### src/rtl/queue_read_scheduler.sv
// queue_read_scheduler: longest-first read slot scheduler with round-robin tie-break; SCHED_STARVE_GUARD_EN adds an age-based starvation override.
module queue_read_scheduler #(
  parameter int QDEPTH = 6,
  parameter int AGE_LIMIT = 8
) (
  input  logic        clk,
  input  logic        rst,
  input  logic        tick,
  input  logic [2:0]  count1,
  input  logic [2:0]  count2,
  input  logic [2:0]  count3,
  input  logic [2:0]  count4,
  input  logic [11:0] buffer1,
  input  logic [11:0] buffer2,
  input  logic [11:0] buffer3,
  input  logic [11:0] buffer4,
  output logic [3:0]  reading,
  output logic [1:0]  out_data,
  output logic [1:0]  out_src,
  output logic        out_valid,
  output logic        busy,
  output logic [15:0] served1,
  output logic [15:0] served2,
  output logic [15:0] served3,
  output logic [15:0] served4,
  output logic [15:0] empty_slots,
  output logic [15:0] missed_ticks
);
  typedef enum logic [1:0] {IDLE, SELECT, ISSUE, SETTLE} state_t;
  state_t state;
  logic [3:0][2:0] cnt;
  logic [3:0][1:0] head;
  logic [3:0][15:0] served;
  logic [1:0] rr_ptr, win, k, data_q;
  logic [3:0] key, best;
  logic any;
`ifdef SCHED_STARVE_GUARD_EN
  localparam int AW = $clog2(AGE_LIMIT + 1);
  logic [3:0][AW-1:0] age;
`endif
  function automatic logic [2:0] clamp(input logic [2:0] c);
    return (c > 3'(QDEPTH)) ? 3'(QDEPTH) : c;
  endfunction
  function automatic logic [15:0] sat_inc(input logic [15:0] v);
    return v + 16'(v != 16'hFFFF);
  endfunction
  assign head = {buffer4[11:10], buffer3[11:10], buffer2[11:10], buffer1[11:10]};
  assign {served4, served3, served2, served1} = served;
  assign out_data = (state == ISSUE) ? head[out_src] : data_q;
  assign any = |cnt;
  // Scanning from rr_ptr with a strict '>' makes the first maximal key in cyclic order win.
  always_comb begin
    win = '0;
    best = '0;
    k = '0;
    key = '0;
    for (int j = 0; j < 4; j++) begin
      k = rr_ptr + 2'(j);
`ifdef SCHED_STARVE_GUARD_EN
      key = (cnt[k] != '0 && age[k] == AW'(AGE_LIMIT)) ? 4'b1000 : {1'b0, cnt[k]};
`else
      key = {1'b0, cnt[k]};
`endif
      if (key > best) begin
        best = key;
        win = k;
      end
    end
  end
  always_ff @(posedge clk) begin
    if (rst) begin
      state <= IDLE;
      cnt <= '0;
      served <= '0;
      rr_ptr <= '0;
      data_q <= '0;
      reading <= '0;
      out_src <= '0;
      out_valid <= 1'b0;
      busy <= 1'b0;
      empty_slots <= '0;
      missed_ticks <= '0;
`ifdef SCHED_STARVE_GUARD_EN
      age <= '0;
`endif
    end else begin
      if (tick && state != IDLE) missed_ticks <= sat_inc(missed_ticks);
      case (state)
        IDLE: if (tick) begin
          cnt <= {clamp(count4), clamp(count3), clamp(count2), clamp(count1)};
          busy <= 1'b1;
          state <= SELECT;
        end
        SELECT: if (!any) begin
          empty_slots <= sat_inc(empty_slots);
          busy <= 1'b0;
          state <= IDLE;
        end else begin
          reading <= 4'b0001 << win;
          out_valid <= 1'b1;
          out_src <= win;
          state <= ISSUE;
`ifdef SCHED_STARVE_GUARD_EN
          for (int i = 0; i < 4; i++)
            age[i] <= (2'(i) == win || cnt[i] == '0) ? '0 :
                      (age[i] == AW'(AGE_LIMIT)) ? age[i] : age[i] + AW'(1);
`endif
        end
        ISSUE: begin
          reading <= '0;
          out_valid <= 1'b0;
          data_q <= head[out_src];
          served[out_src] <= sat_inc(served[out_src]);
          rr_ptr <= out_src + 2'd1;
          state <= SETTLE;
        end
        default: begin
          busy <= 1'b0;
          state <= IDLE;
        end
      endcase
    end
  end
endmodule

### config.mk
export PLATFORM = sky130hd
export DESIGN_NAME = queue_read_scheduler
export DESIGN_NICKNAME = d
export VERILOG_FILES = /design/src/rtl/queue_read_scheduler.sv
export SDC_FILE = /design/constraint.sdc
export NUM_CORES = 1
export LEC_CHECK = 0
export ABC_AREA = 1
export ABC_CLOCK_PERIOD_IN_PS = 9500
export BUFFER_PORTS_ARGS = -buffer_cell sky130_fd_sc_hd__clkbuf_2
export CORE_MARGIN = 5
export CORE_UTILIZATION = 55
export CTS_BUF_LIST = sky130_fd_sc_hd__clkbuf_2 sky130_fd_sc_hd__clkbuf_4 sky130_fd_sc_hd__clkbuf_8
export DETAILED_ROUTE_END_ITERATION = 8
export GPL_TIMING_DRIVEN = 0
export PLACE_DENSITY = 0.83
export SLEW_MARGIN = 10
export SYNTH_ARGS = -nofsm -noshare
export SYNTH_HDL_FRONTEND = slang
export SYNTH_SLANG_ARGS = --single-unit
### constraint.sdc
create_clock -name clk -period 9.5 [get_ports clk]
set_input_delay 0.475 -clock clk [delete_from_list [all_inputs] [get_ports clk]]
set_output_delay 0.475 -clock clk [all_outputs]
set_load 0.01 [all_outputs]
==> run summary <==
For this configuration, the core starts out at a cell density of 56.2%. After synthesis the cells add up to 6750 sq um. The tools report the multi-input combinational cell area as 3590 sq um. The height of the chip came out at 121 um.

After routing, the total negative slack on setup checks comes to 0 ns. The clock network fraction of total power was 26.9%; the combinational group share of total power was 35.0%. Counting the buffers created by CTS gives 17. Sequential cells account for 38.1% of the total power. The total overflow left after global routing is 0. The internal portion of the total power is 0.935 mW. The run gives 6 as the number of optimization iterations in the first detailed-route pass.

After the last flow step, the layout net total stands at 1235. In this run, post-CTS repair resized a total of 0 instances. The largest single stage delay on the critical path is 0.44 ns. The clock tree synthesis step divided the H-tree into 4 levels. For the total number of placement rows, the log shows 40. The worst setup path is launched from a flip-flop. TritonCTS built the clock tree.

Measured against the total synthesized area, the mux share comes to 0%. CTS placed an instance of sky130_fd_sc_hd__clkbuf_8 at the clock tree root. The max-cap check violation count was 0. The run gives 0 as the residual DRC count.

In the synthesized netlist the async set-or-reset flop fraction comes to 0%. The tools report the beginning of the worst register-to-register path as rr_ptr[0]$_SDFFE_PP0P_. Slowest stage cell on the critical path: sky130_fd_sc_hd__dfxtp_1. The average size of a mapped cell was 6.72 sq um.

The dominant synthesized flop cell is sky130_fd_sc_hd__dfxtp_1. The total number of yosys warnings was 0; the maximum resistive drop on vdd was 0.0909 mV. STA puts the critical path data required time at 9.87 ns.

Via count normalized by instance count: 5.52. Fraction of the mapped netlist area in compound gates: 18.3%. The maximum operating frequency was 226 MHz; the clock latency on the worst-skew pair was 0.44 ns. Die outline width: 121 um. The logs give 2 for the maximum clock insertion buffer count and 17 for the maximum number of pins on one net before global-route repair. STA classifies the critical path endpoint as a flip-flop. The max-slew violation count came out at 0.

For this design, the sink count on the clock tree is 122. On the final layout, the worst clock skew is 0.00522 ns. The repair_antennas step left the layout with diodes totalling 0.

The logs give 31.5 mm for the wire length of the first global-routing pass and 0 for the final number of setup-violating endpoints. The startpoint of the worst hold path was count2[1]. The layout has 1099 filler cells. Setup repair after global routing left no endpoint under its margin. The count of nets left with antenna violations once routing finished came out at 0.

The initial antenna violation count is 0. The startpoint of the worst setup timing path is rr_ptr[0]$_SDFFE_PP0P_. The half-perimeter wire length of the detailed placement result came out at 14.5 mm. The share of layout cells above drive strength 1 is 17.2%. The run gives 2440 sq um as the area taken by flip-flops and latches. The sum of routed wire length over all layers was 19.7 mm; the simple-gate portion of the synthesized area was 28.5%. Global routing consumed, over all layers together, 27.0% of the routing resources.

The number of hold-repair buffers added at the cts stage was 0; the total vias in the final route was 7217. Of the total synthesized cell area, the portion taken by XOR and XNOR cells is 2.58%. The post-synthesis share of cell area spent on full adders, half adders and majority gates came out at 3.89%.

Counting flops and latches in the post-synthesis netlist gives 122. The hold violation count in the final report is 0, and the final critical delay including setup and external delays is 4.43 ns. The actual slew at the worst max-slew pin is 0.707 ns. The number of nets in the synthesized netlist is 1089. The I/O pin count is 169, and the count of distinct cell types in the synthesized netlist is 37. By area, the combinational part of the netlist is dominated by simple AND/OR/NAND/NOR gates.

The flow ran to the end, and the final reports show no timing, DRC or antenna violations. The number of cells produced by synthesis is 1005, and the static power due to leakage is 3.82 nW. The initial detailed-routing violation count was 668.

Number of port buffers: 127. Prior to clock tree synthesis, the placed netlist has a worst setup slack of 5.17 ns. The tools report the core box area as 12000 sq um.

After detailed routing, the average wire length per cell comes to 15.0 um. Measured against its own limit, the worst slew margin works out to 52.8%. For this design the total switching power over the nets is 0.576 mW. After clock tree synthesis, the clock-pin slew on the worst setup and hold paths is 0.07 ns. The category of the most critical setup path is reg2reg.

The net switching share of the total power was 38.1%. The top fanout value on the critical path came out at 10. Compared with the post-synthesis result, the final layout area differs by 17.2%. For this design the ratio of total power to cell area is 191 nW/um^2.

For the number of buffers added for setup after CTS, the log shows 0. The tools report the fraction of the yosys area taken by sequential cells as 36.2%. The min-delay analysis places its worst path in the category in2reg. The congestion estimate from routability-driven global placement came to 0.951.

Final worst-path cycle share: 46.6%. The run gives 14600 sq um as the area of the die. The number of enable-type register cells in the synthesized netlist is 0, and the number of global-route vias before repair is 6425.

Across all setup checks in the final design, the least slack found is 5.07 ns. The most frequent cell on the critical path was sky130_fd_sc_hd__nand2_1. For the worst setup path, the data arrival time is 4.80 ns.
flip-flops by register name (all words and copies together), names as in the netlist:
signal        cells
served4          16
rr_ptr            2
reading           4
empty_slots      16
data_q            2
missed_ticks     16
busy              1
served3          16
served2          16
served1          16
out_valid         1
cnt              12
out_src           2
state             2
cell families (layout without fill, tap and decap cells):
family | after synthesis | in the layout
AO/OA/AOI/OAI | 215 | 215
XOR/XNOR | 19 | 19
adder cells (fa/ha/maj) | 21 | 21
buffers and inverters | 182 | 338
flip-flops | 122 | 122
AND/OR/NAND/NOR | 446 | 446
layer usage:
layer | global-route usage (%) | share of wire [%]
met5 | 0 | 0
met4 | 11.2 | 2.6
met3 | 4.63 | 8.3
met2 | 43.5 | 46
met1 | 35.8 | 43
area by class of cell:
class                   instances  area share (%)
plain buffers                  41            2.40
clock buffers                  26            4.13
clock inverters                 3           0.190
inverters                     141            6.69
multi-input cells             701            45.4
flip-flops and latches        122            30.9
well taps                     147            2.32
repair buffers                127            8.03
worst paths after layout:
| path | end | slack (ns) | cells after the start |
|---|---|---|---|
| min | cnt[4]$_SDFFE_PP0P_ | 0.28 | 3 |
| min reg2reg | data_q[0]$_SDFF_PP0_ | 0.47 | 2 |
| max | reading[1]$_SDFFE_PP0P_ | 5.07 | 32 |
| max reg2reg | reading[1]$_SDFFE_PP0P_ | 5.07 | 32 |
per-stage QoR:
stage               power [mW]  utilization (%)  instances  cell area [sq um]  hold slack, ns
global route              1.61             65.9       1308               7920           0.289
global placement          1.09             63.1       1279               7570           0.461
CTS                       1.50             65.9       1308               7920           0.269
floorplan                0.960                -       1005               6750           0.453
finish                    1.51             65.9       1308               7920           0.284
detailed placement        1.10             63.1       1279               7570           0.465
cell usage after synthesis, types with 4 or more instances:
master / n / area share, %
sky130_fd_sc_hd__a21oi_1: 55 / 4.1
sky130_fd_sc_hd__buf_2: 8 / 0.59
sky130_fd_sc_hd__clkbuf_1: 28 / 1.6
sky130_fd_sc_hd__dfxtp_1: 122 / 36
sky130_fd_sc_hd__ha_1: 21 / 3.9
sky130_fd_sc_hd__inv_1: 130 / 7.2
sky130_fd_sc_hd__inv_2: 8 / 0.44
sky130_fd_sc_hd__nand2_1: 250 / 14
sky130_fd_sc_hd__nand3_1: 73 / 5.4
sky130_fd_sc_hd__nand3_2: 5 / 0.74
sky130_fd_sc_hd__nand4_1: 12 / 1.1
sky130_fd_sc_hd__nor2_1: 76 / 4.2
sky130_fd_sc_hd__nor2_2: 7 / 0.65
sky130_fd_sc_hd__nor2_4: 4 / 0.67
sky130_fd_sc_hd__nor3_1: 7 / 0.52
sky130_fd_sc_hd__nor4_1: 4 / 0.37
sky130_fd_sc_hd__o211ai_1: 8 / 0.89
sky130_fd_sc_hd__o21a_1: 14 / 1.6
sky130_fd_sc_hd__o21ai_0: 86 / 6.4
sky130_fd_sc_hd__o21ai_1: 9 / 0.67
sky130_fd_sc_hd__o21bai_1: 32 / 3.6
sky130_fd_sc_hd__o22ai_1: 4 / 0.37
sky130_fd_sc_hd__xnor2_1: 7 / 0.91
sky130_fd_sc_hd__xor2_1: 11 / 1.4
worst max-delay path: cells and delay by family (launching register included):
family / cells / cell delay, ns
compound gates: 7 / 1.17
fa+ha+maj: 3 / 0.81
buf+inv: 5 / 0.58
flops: 1 / 0.44
simple gates: 17 / 1.35
cells in the final DEF, fill, tap and decap left out, drive strengths merged, types with 7 or more instances in the layout:
| cell type | count |
|---|---|
| o21ai | 96 |
| nor3 | 8 |
| xor2 | 12 |
| buf | 13 |
| inv | 138 |
| xnor2 | 7 |
| clkbuf | 181 |
| nor2 | 87 |
| nand4 | 12 |
| nand2 | 253 |
| o211ai | 8 |
| o21a | 14 |
| nand3 | 78 |
| ha | 21 |
| dfxtp | 122 |
| a21oi | 56 |
| o21bai | 32 |
power by group through the flow:
stage	clock, mW	combinational (mW)	sequential, mW
after floorplan	0	0.372	0.587
after global placement	0	0.510	0.585
after detailed placement	0	0.516	0.585
after CTS	0.410	0.520	0.574
after global routing	0.435	0.597	0.578
final	0.407	0.529	0.575
No activity file was read; power rests on OpenSTA's default activity.
